$ cat config.mk
export PLATFORM = sky130hd
export DESIGN_NAME = btn_debounce
export DESIGN_NICKNAME = d
export VERILOG_FILES = /design/src/rtl/btn_debounce_pkg.sv /design/src/rtl/sync_2ff.sv /design/src/rtl/btn_debounce.sv
export SDC_FILE = /design/constraint.sdc
export NUM_CORES = 1
export LEC_CHECK = 0
export BUFFER_PORTS_ARGS = -buffer_cell sky130_fd_sc_hd__clkbuf_2
export CAP_MARGIN = 20
export CORE_AREA = 2 2 39 41
export CTS_BUF_LIST = sky130_fd_sc_hd__clkbuf_8
export CTS_CLUSTER_SIZE = 10
export DETAILED_ROUTE_END_ITERATION = 10
export DIE_AREA = 0 0 41 43
export SLEW_MARGIN = 20
export SYNTH_ARGS = -nofsm -noshare
export SYNTH_HDL_FRONTEND = slang
export SYNTH_SLANG_ARGS = --single-unit
export TNS_END_PERCENT = 20
$ cat constraint.sdc
create_clock -name clk -period 2.64 [get_ports clk]
set_input_delay 0.396 -clock clk [delete_from_list [all_inputs] [get_ports clk]]
set_output_delay 0.396 -clock clk [all_outputs]
set_load 0.02 [all_outputs]
$ cat src/rtl/btn_debounce_pkg.sv
// rtl/btn_debounce_pkg.sv - shared FSM state encodings for the debouncer and downstream counter FSMs
package btn_debounce_pkg;

  // Encodings are fixed so downstream counter FSMs can decode the same values.
  typedef enum logic [1:0] {
    ST_IDLE_LOW  = 2'b00,
    ST_WAIT_HIGH = 2'b01,
    ST_IDLE_HIGH = 2'b11,
    ST_WAIT_LOW  = 2'b10
  } state_t;

endpackage

$ cat src/rtl/sync_2ff.sv
// rtl/sync_2ff.sv - 1-bit two-flop synchroniser for asynchronous inputs
module sync_2ff (
  input  logic clk,
  input  logic rst,
  input  logic d,
  output logic q
);

  logic s1;

  // Two back-to-back flops give the first stage a full cycle to resolve metastability.
  always_ff @(posedge clk or posedge rst) begin
    if (rst) begin
      s1 <= 1'b0;
      q  <= 1'b0;
    end else begin
      s1 <= d;
      q  <= s1;
    end
  end

endmodule

$ cat src/rtl/btn_debounce.sv
// rtl/btn_debounce.sv - synchronised, stability-qualified push-button debouncer with rise/fall strobes
module btn_debounce
  import btn_debounce_pkg::*;
#(
  parameter int STABLE_CYCLES = 4
) (
  input  logic clk,
  input  logic rst,
  input  logic btn_in,
  output logic btn_level,
  output logic btn_rise,
  output logic btn_fall
);

  localparam int CNT_W = $clog2(STABLE_CYCLES + 1);
  localparam logic [CNT_W-1:0] CNT_ONE  = CNT_W'(1);
  localparam logic [CNT_W-1:0] CNT_LAST = CNT_W'(STABLE_CYCLES - 1);

  logic             s2;
  state_t           state, state_n;
  logic [CNT_W-1:0] cnt, cnt_n;
  logic             level_n, rise_n, fall_n;

  sync_2ff u_sync (
    .clk (clk),
    .rst (rst),
    .d   (btn_in),
    .q   (s2)
  );

  // Next state, counter and outputs; strobes default low so each lasts one cycle.
  always_comb begin
    state_n = state;
    cnt_n   = cnt;
    level_n = btn_level;
    rise_n  = 1'b0;
    fall_n  = 1'b0;
    case (state)
      ST_IDLE_LOW: begin
        if (s2) begin
          state_n = ST_WAIT_HIGH;
          cnt_n   = CNT_ONE;
        end else begin
          cnt_n = '0;
        end
      end
      ST_WAIT_HIGH: begin
        if (!s2) begin
          state_n = ST_IDLE_LOW;
          cnt_n   = '0;
        end else if (cnt == CNT_LAST) begin
          state_n = ST_IDLE_HIGH;
          cnt_n   = '0;
          level_n = 1'b1;
          rise_n  = 1'b1;
        end else begin
          cnt_n = cnt + CNT_ONE;
        end
      end
      ST_IDLE_HIGH: begin
        if (!s2) begin
          state_n = ST_WAIT_LOW;
          cnt_n   = CNT_ONE;
        end else begin
          cnt_n = '0;
        end
      end
      ST_WAIT_LOW: begin
        if (s2) begin
          state_n = ST_IDLE_HIGH;
          cnt_n   = '0;
        end else if (cnt == CNT_LAST) begin
          state_n = ST_IDLE_LOW;
          cnt_n   = '0;
          level_n = 1'b0;
          fall_n  = 1'b1;
        end else begin
          cnt_n = cnt + CNT_ONE;
        end
      end
      default: begin
        state_n = ST_IDLE_LOW;
        cnt_n   = '0;
      end
    endcase
  end

  // FSM state, stability counter and registered outputs; reset discards any pending acceptance.
  always_ff @(posedge clk or posedge rst) begin
    if (rst) begin
      state     <= ST_IDLE_LOW;
      cnt       <= '0;
      btn_level <= 1'b0;
      btn_rise  <= 1'b0;
      btn_fall  <= 1'b0;
    end else begin
      state     <= state_n;
      cnt       <= cnt_n;
      btn_level <= level_n;
      btn_rise  <= rise_n;
      btn_fall  <= fall_n;
    end
  end

endmodule
==> impl_results.md, run 1 <==
- Status: complete, no violations
- Top-area cell type share of the netlist area: 47.4%
- Share of cells above drive strength 1: between 20% and 30%
- Total Die Area: approximately 0.0018 mm^2
- Rows: 14
- DRC violations left: 0
- RSZ-0062 raised after global routing: no
- Clock root buffer: clkbuf_8
- Fill cells: between 100 and 150
- Peak supply drop: between 500 and 600 uV
- Die height: 43 um
- CP max FO: 5
- Total GRT Usage: ~13%
- Grt total ovfl: 0
- Resized cells post-CTS: 0
- Pre-antenna DRT Iters: 1
- Post-DP Area: roughly 560 um^2
- Clock Tree Buf Depth: 2
- Post-Layout Inst Area: 617 um^2
- Fin crit period: 1.57 ns
- Die width: 41 um
- Max cap viols: 0
- Yosys reg bits: 10
- Largest net degree at the start of global routing: 12
- Syn_nets: 54
- Drt wl/cell: approximately 12 um
- Register area share after synthesis: between 40% and 50%
- CP Capture Type: flip-flop
- P&R area growth vs syn: 16.8%
- Register area: roughly 250 um^2
- Top cell type by total area after synthesis: dfrtp_1
- Num ports: 6
- PwrDens: about 1100 mW/mm^2
- Tcrit/Tclk final: just under 60%
- Most common cell after layout, fill and taps aside: dfrtp_1
- ANT cells: 0
- CTS sink cnt: 10
- WS Path Type: reg -> reg
- Final setup fails: 0
- Yosys warns: 0
- Syn avg cell area: approximately 12 um^2
- Initial antenna violation count: 0
- CTS Hold Bufs: 0
- Max Transition Viols Final: 0
- Total Wirelength: between 800 and 900 um
- Drt via density: 5.12
- Setup TNS: 0 ns
- Num CTS Buffers: 3
- Gp weighted congestion: approximately 0.74
- Antenna-violating nets left: 0
- Vias: between 300 and 400
- Nets: 63
- Worst EP arrival: about 1.7 ns
- Yosys cell types: 20
- Clk_lat worst skew: ~0.24 ns
- Synthesized area: between 500 and 600 um^2
- Peak Freq: around 0.64 GHz
- # port buffers: 5
- H-tree depth: 1
- Initial drt markers: 0
- Hold Path Class: in -> async
- Clock skew: between 0.0015 and 0.002 ns
- Worst path required time: roughly 2.8 ns
- Least-Margin Pin Slew: between 0.3 and 0.4 ns
- Startpoint types: flip-flop
- Hold Worst Slack: ~0.11 ns
- Dpl hpwl: a little over 600 um
- Worst-path clk slew: 0.05 ns
- Final Hold Fails: 0
- Placed instance count: 65
- Leading cell types in the layout, fill and taps excluded: dfrtp_1, ha_1, clkbuf_2
- Headroom to the max-slew limit: 74.5%
- Total core area: about 0.0014 mm^2
- Vias in the first global route: ~360
- Post-Synthesis Cells: between 40 and 50
- CTS tree: done
- Post-CTS setup buffer count: 0
- Multi-input logic area: approximately 250 um^2
- Cell leakage power: between 0.0003 and 0.0004 uW
- Initial core utilization: around two fifths
- First-pass GRT wire length: between 1 and 1.5 mm
- Synth top area cells: dfrtp_1, ha_1, nor4b_1
- Non-filler cells, final: 69
[worst paths after layout]
path                                           start                    to  slack, ns  cells after the start
min in group clk                              btn_in   u_sync.s1$_DFF_PP0_       0.26                      1
max in group asynchronous                        rst    u_sync.q$_DFF_PP0_       2.26                      2
worst max-delay path            state[1]$_DFFE_PP0P_  state[1]$_DFFE_PP0P_       1.07                      5
worst min register to register   u_sync.s1$_DFF_PP0_    u_sync.q$_DFF_PP0_       0.35                      0
worst max register to register  state[1]$_DFFE_PP0P_  state[1]$_DFFE_PP0P_       1.07                      5
worst min-delay path                             rst  state[1]$_DFFE_PP0P_       0.11                      2
[sequential cells by signal, summed over array words and instances, names as in the netlist]
| signal | cells |
|---|---|
| u_sync.s1 | 1 |
| state | 2 |
| btn_level | 1 |
| cnt | 3 |
| btn_fall | 1 |
| u_sync.q | 1 |
| btn_rise | 1 |
[critical path, stage by stage, from the launching register on]
cell and delay (ns):
dfrtp_1 0.41, inv_1 0.10, ha_1 0.24, mux2i_2 0.29, o21ai_1 0.12, mux2_4 0.30
[cell families after synthesis]
logic type,synth area share [%]
AO/OA/AOI/OAI,11.8
adder cells (fa/ha/maj),14.2
flip-flops,47.4
AND/OR/NAND/NOR,14.2
multiplexers,7.34
buffers and inverters,4.98
[cell type report]
class | instances | area share, %
Inverter | 4 | 2.43
Sequential cell | 10 | 40.6
Clock buffer | 4 | 8.92
Timing Repair Buffer | 5 | 4.06
Multi-Input combinational cell | 30 | 40.8
Tap cell | 16 | 3.25
[Yosys cell counts]
cell type,count
dfrtp_1,10
ha_1,6
inv_1,4
nor2_1,4
a21oi_1,3
nor3b_1,2
nor4b_1,2
o41ai_1,2
a211oi_1,1
a2bb2oi_1,1
and2b_1,1
and3_1,1
buf_6,1
mux2_4,1
mux2i_1,1
mux2i_2,1
nand2b_1,1
nand3b_1,1
o21ai_1,1
o32ai_1,1
[routing by layer]
metal,track usage [%],up-vias,share of wire [%]
met4,4.00,0,1.6
met3,7.85,2,5.8
li1,-,181,-
met2,17.5,8,46
met5,0,-,0
met1,15.7,162,46
[power by group]
group | leakage, uW | internal (uW) | switching [uW] | total (uW)
logic | 0.000150 | 117 | 132 | 249
clock network | 0.0000288 | 131 | 59.8 | 191
registers | 0.000124 | 184 | 24.3 | 208
[metrics by stage]
step	setup slack [ns]	power (uW)	utilization, %
global placement	1.08	457	40.6
CTS	1.07	657	44.6
finish	1.07	649	44.6
detailed placement	1.08	461	40.6
global route	0.963	698	44.6
floorplan	1.22	414	-
No activity file was read; power rests on OpenSTA's default activity.
==> inputs of run 2 (changes only) <==
- clock period: 2.64 -> 1.3 ns (I/O delays scaled with it)
==> run 2 against run 1 <==
Against the previous run: the run now ends with negative setup slack left; die area did not move; non-clock buffer count grew 12; routed wire length rose by 46%; first-iteration DRC count grew 9; global-route usage is 3.0 points higher; sequential cell count unchanged; final area increased by 36%; clock skew is 0.0011 ns lower; combinational power rose to 4.1 times the previous value; clock power increased by 110%; largest power group unchanged.
==> impl_results.md, run 2 (synthesis gave the netlist of run 1 again) <==
- Antenna-violating nets left: 0 (unchanged)
- CP max-delay cell: dfrtp_2 (was dfrtp_1)
- Pre-antenna DRT Iters: 4 (was 1)
- Nets: 75 (was 63)
- Placed instance count: 75 (was 65)
- Least-Margin Pin Slew: 0.412 ns (was 0.382 ns)
- Violated checks: negative setup slack
- Die width: 41 um (unchanged)
- Worst-path clk slew: 0.05 ns (about the same)
- Total Die Area: 0.00176 mm^2 (unchanged)
- Clock skew: 0.000825 ns (was 0.00195 ns)
- Biggest register: cnt (unchanged)
- Vias: 414 (was 353)
- Total core area: 0.00138 mm^2 (unchanged)
- Initial drt markers: 9 (was 0)
- Clk_lat worst skew: 0.24 ns (about the same)
- Initial antenna violation count: 0 (unchanged)
- Clock root buffer: clkbuf_8 (unchanged)
- Final setup fails: 3 (was 0)
- CP max FO: 3 (was 5)
- Tcrit/Tclk final: 108% (was 59.5%)
- Crit-path leading delay family: flip-flops (was multiplexers)
- Hold Path Class: in -> reg (was in -> async)
- First-pass GRT wire length: 1.75 mm (was 1.46 mm)
- Leading cell types in the layout, fill and taps excluded: buf_4, dfrtp_1, ha_4, clkbuf_2, clkbuf_8 (was dfrtp_1, ha_1, clkbuf_2)
- Crit-path cells: inv_2 > ha_4 > a21oi_1 > nor2_1 > mux2_4 (was inv_1 > ha_1 > mux2i_2 > o21ai_1 > mux2_4)
- Initial core utilization: 38.2% (unchanged)
- Pre-CTS setup slack: -0.140 ns (was 1.08 ns)
- ANT cells: 0 (unchanged)
- Total Wirelength: 1.20 mm (was 821 um)
- PwrDens: 2220 mW/mm^2 (was 1050 mW/mm^2)
- Reg2reg start: state[1]$_DFFE_PP0P_ (unchanged)
- Non-filler cells, final: 81 (was 69)
- Worst R2R End: state[1]$_DFFE_PP0P_ (unchanged)
- Dpl hpwl: 709 um (was 616 um)
- Headroom to the max-slew limit: 72.5% (was 74.5%)
- Max FFs per register: 3 (unchanged)
- Fin worst setup slack: -0.108 ns (was 1.07 ns)
- Hold Path Stages: 1
- Top flop regs: cnt x3, state x2 (unchanged)
- Die height: 43 um (unchanged)
- Worst EP arrival: 1.53 ns (was 1.69 ns)
- Peak Freq: 0.710 GHz (was 0.637 GHz)
- Hold-critical path endpoint: u_sync.s1$_DFF_PP0_
- Worst Path Buf+Inv: 1 (unchanged)
- Status: complete, but fails checks (was complete, no violations)
- CP max stage delay: 0.43 ns (was 0.41 ns)
- Final Hold Fails: 0 (unchanged)
- Rows: 14 (unchanged)
- Fill cells: 97 (was 146)
- Most common cell after layout, fill and taps aside: buf_4 (was dfrtp_1)
- Vias in the first global route: 411 (was 358)
- Clock Tree Buf Depth: 2 (unchanged)
- Num CTS Buffers: 3 (unchanged)
- Flop-to-flop setup slack: -0.11 ns (was 1.07 ns)
- Reg2Reg Depth: 5 (unchanged)
- # port buffers: 5 (unchanged)
- Design Power: 1860 uW (was 649 uW)
- Max cap viols: 0 (unchanged)
- Hold path start: btn_in
- Startpoint types: flip-flop (unchanged)
- RSZ-0062 raised after global routing: yes (was no)
- Peak supply drop: 931 uV (was 503 uV)
- CP Capture Type: flip-flop (unchanged)
- Max Transition Viols Final: 0 (unchanged)
- Share of cells above drive strength 1: 60.0% (was 20.8%)
- CTS tree: done (unchanged)
- Cell leakage power: 0.000379 uW (was 0.000303 uW)
- Worst path required time: 1.42 ns (was 2.76 ns)
- Num ports: 6 (unchanged)
- H-tree depth: 1 (unchanged)
- Fin crit period: 1.41 ns (was 1.57 ns)
- Drt wl/cell: 14.8 um (was 11.9 um)
- Util after Layout: 60.7% (was 44.6%)
- Drt via density: 5.11 (was 5.12)
- Gp weighted congestion: 0.751 (was 0.738)
- Total GRT Usage: 15.6% (was 12.6%)
- Largest net degree at the start of global routing: 11 (was 12)
- Hold Worst Slack: 0.0600 ns (was 0.108 ns)
- CTS sink cnt: 10 (unchanged)
- WS Path Type: reg -> reg (unchanged)
- Grt total ovfl: 0 (unchanged)
- DRC violations left: 0 (unchanged)
- P&R area growth vs syn: 59.0% (was 16.8%)
- Critical path depth: 5 (unchanged)
==> run 2: changes by cell type in the layout (fill, tap and decap cells not counted), sizes merged <==
cell         delta
dlygate4sd3     +1
buf            +11
==> run 2: worst max-delay path by stage <==
stage                         startpoint               endpoint  slack (ns)
CTS                 state[1]$_DFFE_PP0P_   state[0]$_DFFE_PP0P_       -0.07
detailed placement  state[1]$_DFFE_PP0P_  btn_level$_DFFE_PP0P_       -0.14
global route        state[0]$_DFFE_PP0P_   state[1]$_DFFE_PP0P_       -0.15
floorplan               cnt[0]$_DFF_PP0_   state[1]$_DFFE_PP0P_       -0.07
global placement    state[1]$_DFFE_PP0P_  btn_level$_DFFE_PP0P_       -0.13
finish              state[1]$_DFFE_PP0P_   state[1]$_DFFE_PP0P_       -0.11
==> run 2: final cells by class <==
cell class | count | area, um^2 | area share [%]
inverters | 4 | 17.5 | 2.09
well taps | 16 | 20.0 | 2.38
clock buffers | 4 | 55.1 | 6.56
multi-input cells | 30 | 369 | 44.0
flip-flops and latches | 10 | 253 | 30.1
repair buffers | 17 | 125 | 14.9
==> run 2: repair_timing <==
item / 4_1_cts / 5_1_grt
gates resized for setup: 15 / 6
buffers inserted: 1 / 0
endpoints found under the hold margin: 10 / 0
hold buffers: 1 / 0
setup endpoints to repair: 6 / 6
pin swaps: 5 / 3
==> run 2: power by group <==
| group | leakage (uW) | total [uW] | internal (uW) | switching (uW) |
|---|---|---|---|---|
| registers | 0.000122 | 454 | 379 | 75.1 |
| logic | 0.000229 | 1010 | 538 | 469 |
| clock network | 0.0000288 | 404 | 268 | 137 |
| total | 0.000379 | 1860 | 1180 | 681 |
==> run 2: worst reg2reg max path, cell delays in order, from the launching register on <==
cell and delay [ns]:
dfrtp_2 0.43, inv_2 0.12, ha_4 0.23, a21oi_1 0.18
nor2_1 0.06, mux2_4 0.26
==> run 2: metal layers <==
layer,up-vias,track usage [%],part of all wire (%)
li1,202,-,-
met1,193,19.0,45
met2,14,22.5,49
met3,5,4.71,3.7
met4,0,10.0,2.8
met5,-,0,0
==> run 2: through the flow <==
step	TNS, ns	instance area, um^2
after detailed placement	-0.350	651
after floorplan	-0.104	542
final	-0.177	840
after global routing	-0.500	840
after CTS	-0.232	811
after global placement	-0.288	651
